==> config.mk <==
export PLATFORM = sky130hd
export DESIGN_NAME = soc_system_pio_in_edge
export DESIGN_NICKNAME = d
export VERILOG_FILES = /design/src/rtl/soc_system_pio_pkg.sv /design/src/rtl/soc_system_pio_sync.sv /design/src/rtl/soc_system_pio_in_edge.sv
export SDC_FILE = /design/constraint.sdc
export NUM_CORES = 1
export LEC_CHECK = 0
export CAP_MARGIN = 20
export CORE_UTILIZATION = 35
export CTS_BUF_LIST = sky130_fd_sc_hd__clkbuf_2
export DETAILED_ROUTE_END_ITERATION = 7
export GPL_ROUTABILITY_DRIVEN = 0
export PLACE_DENSITY_LB_ADDON = 0.1
export SLEW_MARGIN = 25
export SYNTH_ARGS = -nofsm -noshare
export SYNTH_HDL_FRONTEND = slang
export SYNTH_SLANG_ARGS = --single-unit
==> constraint.sdc <==
create_clock -name clk -period 1.5 [get_ports clk]
set_input_delay 0.15 -clock clk [delete_from_list [all_inputs] [get_ports clk]]
set_output_delay 0.15 -clock clk [all_outputs]
set_load 0.01 [all_outputs]
==> src/rtl/soc_system_pio_pkg.sv <==
// Shared constants and helpers for the soc_system Avalon-MM PIO family.
package soc_system_pio_pkg;

  localparam logic [1:0] ADDR_DATA = 2'd0;
  localparam logic [1:0] ADDR_MASK = 2'd2;
  localparam logic [1:0] ADDR_EDGE = 2'd3;

  typedef enum int {
    EDGE_RISE = 0,
    EDGE_FALL = 1,
    EDGE_ANY  = 2
  } edge_type_e;

  // Zero-extends the low `width` bits of a register onto the 32-bit read bus.
  function automatic logic [31:0] zext32(input logic [31:0] value, input int unsigned width);
    logic [31:0] mask;
    mask = (width >= 32) ? '1 : ((32'd1 << width) - 32'd1);
    return value & mask;
  endfunction

endpackage

==> src/rtl/soc_system_pio_sync.sv <==
// Per-bit multi-flop synchroniser for asynchronous PIO inputs.
module soc_system_pio_sync #(
  parameter int unsigned WIDTH  = 13,
  parameter int unsigned STAGES = 2
) (
  input  logic             clk,
  input  logic             reset_n,
  input  logic [WIDTH-1:0] d,
  output logic [WIDTH-1:0] q
);

  logic [WIDTH-1:0] chain [STAGES];

  always_ff @(posedge clk or negedge reset_n) begin
    if (!reset_n) begin
      for (int unsigned i = 0; i < STAGES; i++) chain[i] <= '0;
    end else begin
      chain[0] <= d;
      for (int unsigned i = 1; i < STAGES; i++) chain[i] <= chain[i-1];
    end
  end

  assign q = chain[STAGES-1];

endmodule

==> src/rtl/soc_system_pio_in_edge.sv <==
// Avalon-MM input PIO with synchronised data, per-bit edge capture (W1C),
// interrupt mask and level IRQ.
module soc_system_pio_in_edge
  import soc_system_pio_pkg::*;
#(
  parameter int unsigned DATA_WIDTH  = 13,
  parameter int unsigned SYNC_STAGES = 2,
  parameter int          EDGE_TYPE   = 0,
  parameter int          IRQ_EN      = 1
) (
  input  logic                  clk,
  input  logic                  reset_n,
  input  logic [1:0]            address,
  input  logic                  chipselect,
  input  logic                  write_n,
  input  logic [31:0]           writedata,
  input  logic [DATA_WIDTH-1:0] in_port,
  output logic [31:0]           readdata,
  output logic                  irq
);

  localparam int unsigned ARM_MAX = SYNC_STAGES + 1;

  logic [DATA_WIDTH-1:0] sync_q;
  logic [DATA_WIDTH-1:0] prev_q;
  logic [DATA_WIDTH-1:0] irq_mask;
  logic [DATA_WIDTH-1:0] edge_capture;
  logic [DATA_WIDTH-1:0] edge_vec;
  logic [DATA_WIDTH-1:0] clr;
  logic [2:0]            arm_cnt;
  logic                  armed;
  logic                  wr_en;
  logic [31:0]           rd_mux;
  logic                  unused_wd;

  soc_system_pio_sync #(
    .WIDTH  (DATA_WIDTH),
    .STAGES (SYNC_STAGES)
  ) u_sync (
    .clk     (clk),
    .reset_n (reset_n),
    .d       (in_port),
    .q       (sync_q)
  );

  assign wr_en     = chipselect & ~write_n;
  assign armed     = (arm_cnt == 3'(ARM_MAX));
  assign clr       = (wr_en && address == ADDR_EDGE) ? writedata[DATA_WIDTH-1:0] : '0;
  assign unused_wd = ^writedata;

  always_comb begin
    edge_vec = sync_q & ~prev_q;
    if (EDGE_TYPE == int'(EDGE_FALL))     edge_vec = ~sync_q & prev_q;
    else if (EDGE_TYPE == int'(EDGE_ANY)) edge_vec = sync_q ^ prev_q;
  end

  // Arming holds off capture until prev has seen the first synchronised
  // value, so inputs already high at reset release are not taken as edges.
  always_ff @(posedge clk or negedge reset_n) begin
    if (!reset_n)    arm_cnt <= '0;
    else if (!armed) arm_cnt <= arm_cnt + 3'd1;
  end

  always_ff @(posedge clk or negedge reset_n) begin
    if (!reset_n) begin
      prev_q       <= '0;
      edge_capture <= '0;
      irq_mask     <= '0;
    end else begin
      prev_q       <= sync_q;
      edge_capture <= (edge_capture & ~clr) | (edge_vec & {DATA_WIDTH{armed}});
      if (IRQ_EN != 0 && wr_en && address == ADDR_MASK)
        irq_mask <= writedata[DATA_WIDTH-1:0];
    end
  end

  always_comb begin
    rd_mux = '0;
    case (address)
      ADDR_DATA: rd_mux = zext32(32'(sync_q), DATA_WIDTH);
      ADDR_MASK: rd_mux = zext32(32'(irq_mask), DATA_WIDTH);
      ADDR_EDGE: rd_mux = zext32(32'(edge_capture), DATA_WIDTH);
      default:   rd_mux = '0;
    endcase
  end

  always_ff @(posedge clk or negedge reset_n) begin
    if (!reset_n) readdata <= '0;
    else          readdata <= rd_mux;
  end

  assign irq = (IRQ_EN != 0) ? |(edge_capture & irq_mask) : 1'b0;

endmodule
## Yosys cells after proc, flatten, opt, wreduce, memory -nomap -nowiden

Cells that the tools add are included.

| cells by class | value |
|---|---|
| add/subtract/negate cells | 1 |
| mux-type cells | 2 |
| equal/unequal tests | 3 |
| bitwise operators | 9 |
| reductions and logical operators | 4 |

Operator list:

| cell | number |
|---|---|
| bitwise AND 13 bit | 4 |
| one-hot mux 13 bit (3 select lines) | 1 |
| inverter 13 bit | 2 |
| 2-to-1 mux 13 bit | 1 |
| OR 13 bit | 1 |
| OR reduction 13 bit | 1 |
| == test 2 bit (second input constant) | 2 |
| adder 3 x 1 -> 3 bit (second input constant) | 1 |
| == test 3 x 2 -> 1 bit (second input constant) | 1 |
| logical AND 1 bit | 2 |
| logical NOT 2 bit | 1 |
| bitwise AND 1 bit | 1 |
| inverter 1 bit | 1 |

| storage, ports and cells | value |
|---|---|
| logic and storage cells | 26 |
| flip-flop bits (word level) | 81 |
| output and inout port bits | 33 |
| input port bits | 51 |

## Logic depth before layout (Yosys ltp)

| logic depth | value |
|---|---|
| word-level depth | 7 |
| gate-level depth with buffers | 6 |
| depth with buffers taken out | 4 |

## Modules after synthesis

A second synthesis with hierarchy kept.

| second synthesis, totals | value |
|---|---|
| cells, all modules | 217 |
| area, all modules | 3148.0 um^2 |

By module, submodules not included:

| module | cells each | sequential area each (um^2) | area each (um^2) | instances |
|---|---|---|---|---|
| soc_system_pio_in_edge | 178 | 1376.3 | 2399.8 | 1 |
| soc_system_pio_sync | 39 | 650.6 | 748.2 | 1 |

## Worst setup path before layout

Ideal clock, no wire load.

| path | value |
|---|---|
| path type | register to register |
| start point | register arm_cnt[0] |
| end point | register arm_cnt[0] |
| path buffers | 2 |
| data required time | 1375 ps |
| setup time | 125 ps |
| arrival | 1182 ps |
| cell stages (with the launch flop) | 6 |
| period minus slack after synthesis | 1307 ps |
| path slack | 193 ps |
| cells stage by stage | dfrtp_1 > ha_1 > ha_1 > clkbuf_1 > buf_2 > xnor2_1 |

| on the way | value |
|---|---|
| longest elaborated chain between the ends | 1 |
| elaborated cells between the ends (all ways) | 2 |
| classes of those cells | add/sub: 1; eq/ne: 1 |

Ends and longest elaborated chain:

| what | line | text |
|---|---|---|
| start, declared | soc_system_pio_in_edge.sv:30 | `logic [2:0] arm_cnt;` |
| start signal, assigned | soc_system_pio_in_edge.sv:61 | `else if (!armed) arm_cnt <= arm_cnt + 3'd1;` |
| adder 3 x 1 -> 3 bit / == test 3 x 2 -> 1 bit (equally long branches) | soc_system_pio_in_edge.sv:61, soc_system_pio_in_edge.sv:47 |  |

Several ways; a longest one is shown, not always the timed one.
A chain may end at the register's enable or synchronous reset.

## Worst setup path after layout

| path | value |
|---|---|
| start point | register edge_capture[0] |
| end point | output port irq |

| on the way | value |
|---|---|
| longest elaborated chain between the ends | 2 |

Ends and longest elaborated chain:

| what | line | text |
|---|---|---|
| start, declared | soc_system_pio_in_edge.sv:27 | `logic [DATA_WIDTH-1:0] edge_capture;` |
| start signal, assigned | soc_system_pio_in_edge.sv:71 | `edge_capture <= (edge_capture & ~clr) \| (edge_vec & {DATA_WIDTH{armed}});` |
| bitwise AND 13 bit | soc_system_pio_in_edge.sv:92 | `assign irq = (IRQ_EN != 0) ? \|(edge_capture & irq_mask) : 1'b0;` |
| OR reduction 13 bit | soc_system_pio_in_edge.sv:92 |  |
| end, declared | soc_system_pio_in_edge.sv:19 | `output logic irq` |

No other way between the ends.

==> flow_summary.toml <==
[sta]
final-max-slew-violation-count = 0
hold_violations = 0
layout_setup_ws_ns = -0.328
clock_skew_ns = 0.0151
layout_worst_path_cycle_share_pct = 122
final.min_clock_period_ns = 1.83
timing.final.setup_violations = 1
max_freq_ghz = 0.547
grt_setup_unrepaired = "yes"

[logic_synthesis]
netlist_area_mm2 = 0.00305
ys_seq_elements = 81
ys_warnings = 0
synth_cells = 204
ys_seq_area_share_pct = 66.4
synthDominantAreaCellType = "sky130_fd_sc_hd__dfrtp_1"
synth.avg_cell_area_um2 = 15.0
post-synth-top-area-fraction_pct = 66.4
synth_top_cells_by_area = "sky130_fd_sc_hd__dfrtp_1, sky130_fd_sc_hd__mux2_2, sky130_fd_sc_hd__buf_4, sky130_fd_sc_hd__mux2_4, sky130_fd_sc_hd__a22o_1"
synth_cell_types = 25

[routing]
routedWlPerCell_um = 14.7
remaining_drc_errors = 0
vias_per_cell = 4.53
detail_route.first_pass.iterations = 4
first_iter_violations = 44
route.vias.total = 1817
drt.antenna.violating_nets = 0
drt-total-wl_mm = 5.90

[final_layout]
area.growth.synth_to_final_pct = 29.6
final_layout_size_suffix_gt1_share_pct = 27.4
layout.cells.most_common_list = "sky130_fd_sc_hd__dfrtp_1, sky130_fd_sc_hd__clkdlybuf4s50_1, sky130_fd_sc_hd__buf_4"
seq_area_mm2 = 0.00203
fillers = 784
diodes = 0
design.final.nets = 344
area_taken_by_multi_input_logic_gates_um2 = 890
postLayoutCellArea_mm2 = 0.00395
most_common_library_cell_in_the_layout_ignoring_fill_and_taps = "sky130_fd_sc_hd__dfrtp_1"

[power_and_ir_drop]
leakage_nw = 1.80
post-layout-total-power_w = 0.00412
max-vdd-ir-drop_uv = 443
p_per_area_mw_per_mm2 = 1040

[die]
fp_rows = 33
die-area_mm2 = 0.00909
core_mm2 = 0.00834
io_pins = 84
floorplan.die.width_um = 95.4
dieHeight_um = 95.4
initial_core_util_pct = 36.6

[global_routing]
first_pass_grt_wire_length_mm = 9.81
first_global_vias = 1854
globalRouteOverflowTotal = 0
globalRouteTotalUtil_pct = 15.0
number_of_antenna_violations_at_the_first_check_in_global_routing = 0
pin_count_of_the_biggest_net_entering_global_routing = 31

[clock_tree]
worst_case_clock_buffer_depth = 2
worst_skew_pair.late_latency_ns = 0.51
cts_tree = "built"
clock_tree.htree_level_count = 3
library_cell_used_as_clock_root_buffer = "sky130_fd_sc_hd__clkbuf_2"
clock-sinks = 81
cts_inserted_buffers = 9
clkTransAtPathRegs_ns = 0.20

[run]
timing.max_cap.violations = 0

[hold_path]
min-delay-path-class = "in -> reg"

[setup_path]
crit_arrival_ns = 1.68
worst-path-max-fanout = 2
cp-end-kind = "primary output"
reg2reg_slack_ns = 0.21
crit_path_start_kind = "flop"
crit_required_ns = 1.35
type_of_the_setup_path_with_the_least_slack = "reg -> out"

[place]
detailed_place.area_mm2 = 0.00380
place_ws_ns = -0.175
dpl.hpwl_mm = 4.05
io_buffer_count = 45

[status]
failed_checks = "negative setup slack"
run_status = "finished, violations left"
stage by stage:
| step | setup TNS (ns) | util (%) | std cells | hold WS (ns) |
|---|---|---|---|---|
| 4_1_cts | -0.420 | 46.5 | 395 | 0.00729 |
| 3_5_place_dp | -2.82 | 45.5 | 378 | 0.121 |
| 2_1_floorplan | 0 | - | 222 | -0.146 |
| 6_report | -0.328 | 47.4 | 401 | 0.0450 |
| 3_3_place_gp | -2.30 | 45.5 | 378 | 0.121 |
| 5_1_grt | -0.492 | 47.4 | 401 | 0.00374 |
cell usage after synthesis (all sizes together):
master    n
nand3     1
clkbuf    2
conb      1
and4b     1
nand2    23
a22o     14
and3      1
a222oi    1
xnor2     1
ha        2
a22oi     3
and4bb    1
inv       4
a221oi    1
buf      25
a32o      3
nor2      1
o2bb2ai  10
mux2i     1
dfrtp    81
mux2     27
cell type report:
class	count	area share [%]
clock buffer	12	1.52
sequential	81	51.3
clock inverter	4	0.506
multi-input combinational	110	22.5
tap	105	3.32
timing repair buffer	85	20.5
inverter	4	0.380
final timing paths:
path                                  start          endpoint  cells past startpoint
hold / removal                   in_port[3]  u_sync.chain[16]                      1
setup / recovery            edge_capture[0]               irq                      4
hold reg to reg            u_sync.chain[18]       u_sync.q[5]                      0
setup reg to reg                 arm_cnt[0]        arm_cnt[1]                      3
min in group asynchronous           reset_n   edge_capture[5]                      2
max in group asynchronous           reset_n       readdata[3]                      3
power breakdown:
| group | switching, W | leakage (nW) | internal [W] |
|---|---|---|---|
| Combinational | 0.000275 | 0.820 | 0.000451 |
| Sequential | 0.0000953 | 0.921 | 0.00238 |
| Clock | 0.000693 | 0.0570 | 0.000226 |
| Total | 0.00106 | 1.80 | 0.00305 |
routing by layer:
metal  share of wire, %  vias to the layer above  track usage [%]
met5                  0                        -                0
met4                1.5                        0             5.56
met3                4.0                        7             4.70
met2                 47                       41             23.2
met1                 48                      916             19.6
li1                   -                      853                -
kinds of logic after synthesis:
family / synth area share (%)
other: 0.123
adder cells (fa/ha/maj): 0.820
AND/OR/NAND/NOR: 4.18
XOR/XNOR: 0.287
flip-flops: 66.4
multiplexers: 11.5
buffers and inverters: 7.38
AO/OA/AOI/OAI: 9.23
state kept, by name, indices dropped and copies added, names as in the netlist:
register and flops:
edge_capture 13, irq_mask 13, prev_q 13, readdata 13, u_sync.chain 13, u_sync.q 13
arm_cnt 3
what timing repair did:
item / 4_1_cts / 5_1_grt
hold endpoints to repair: 81 / 5
pin swaps: 1 / 2
endpoints found under the setup margin: 22 / 2
hold buffers: 1 / 5
setup buffers: 0 / 1
resized for setup: 19 / 3
worst max-delay path: stages (launching register included):
cell                       delay, ns
sky130_fd_sc_hd__dfrtp_1        0.43
sky130_fd_sc_hd__a222oi_1       0.30
sky130_fd_sc_hd__and3_1         0.23
sky130_fd_sc_hd__nand3_2        0.08
sky130_fd_sc_hd__buf_6          0.13
Note: power is estimated with default switching activity, not from simulation.
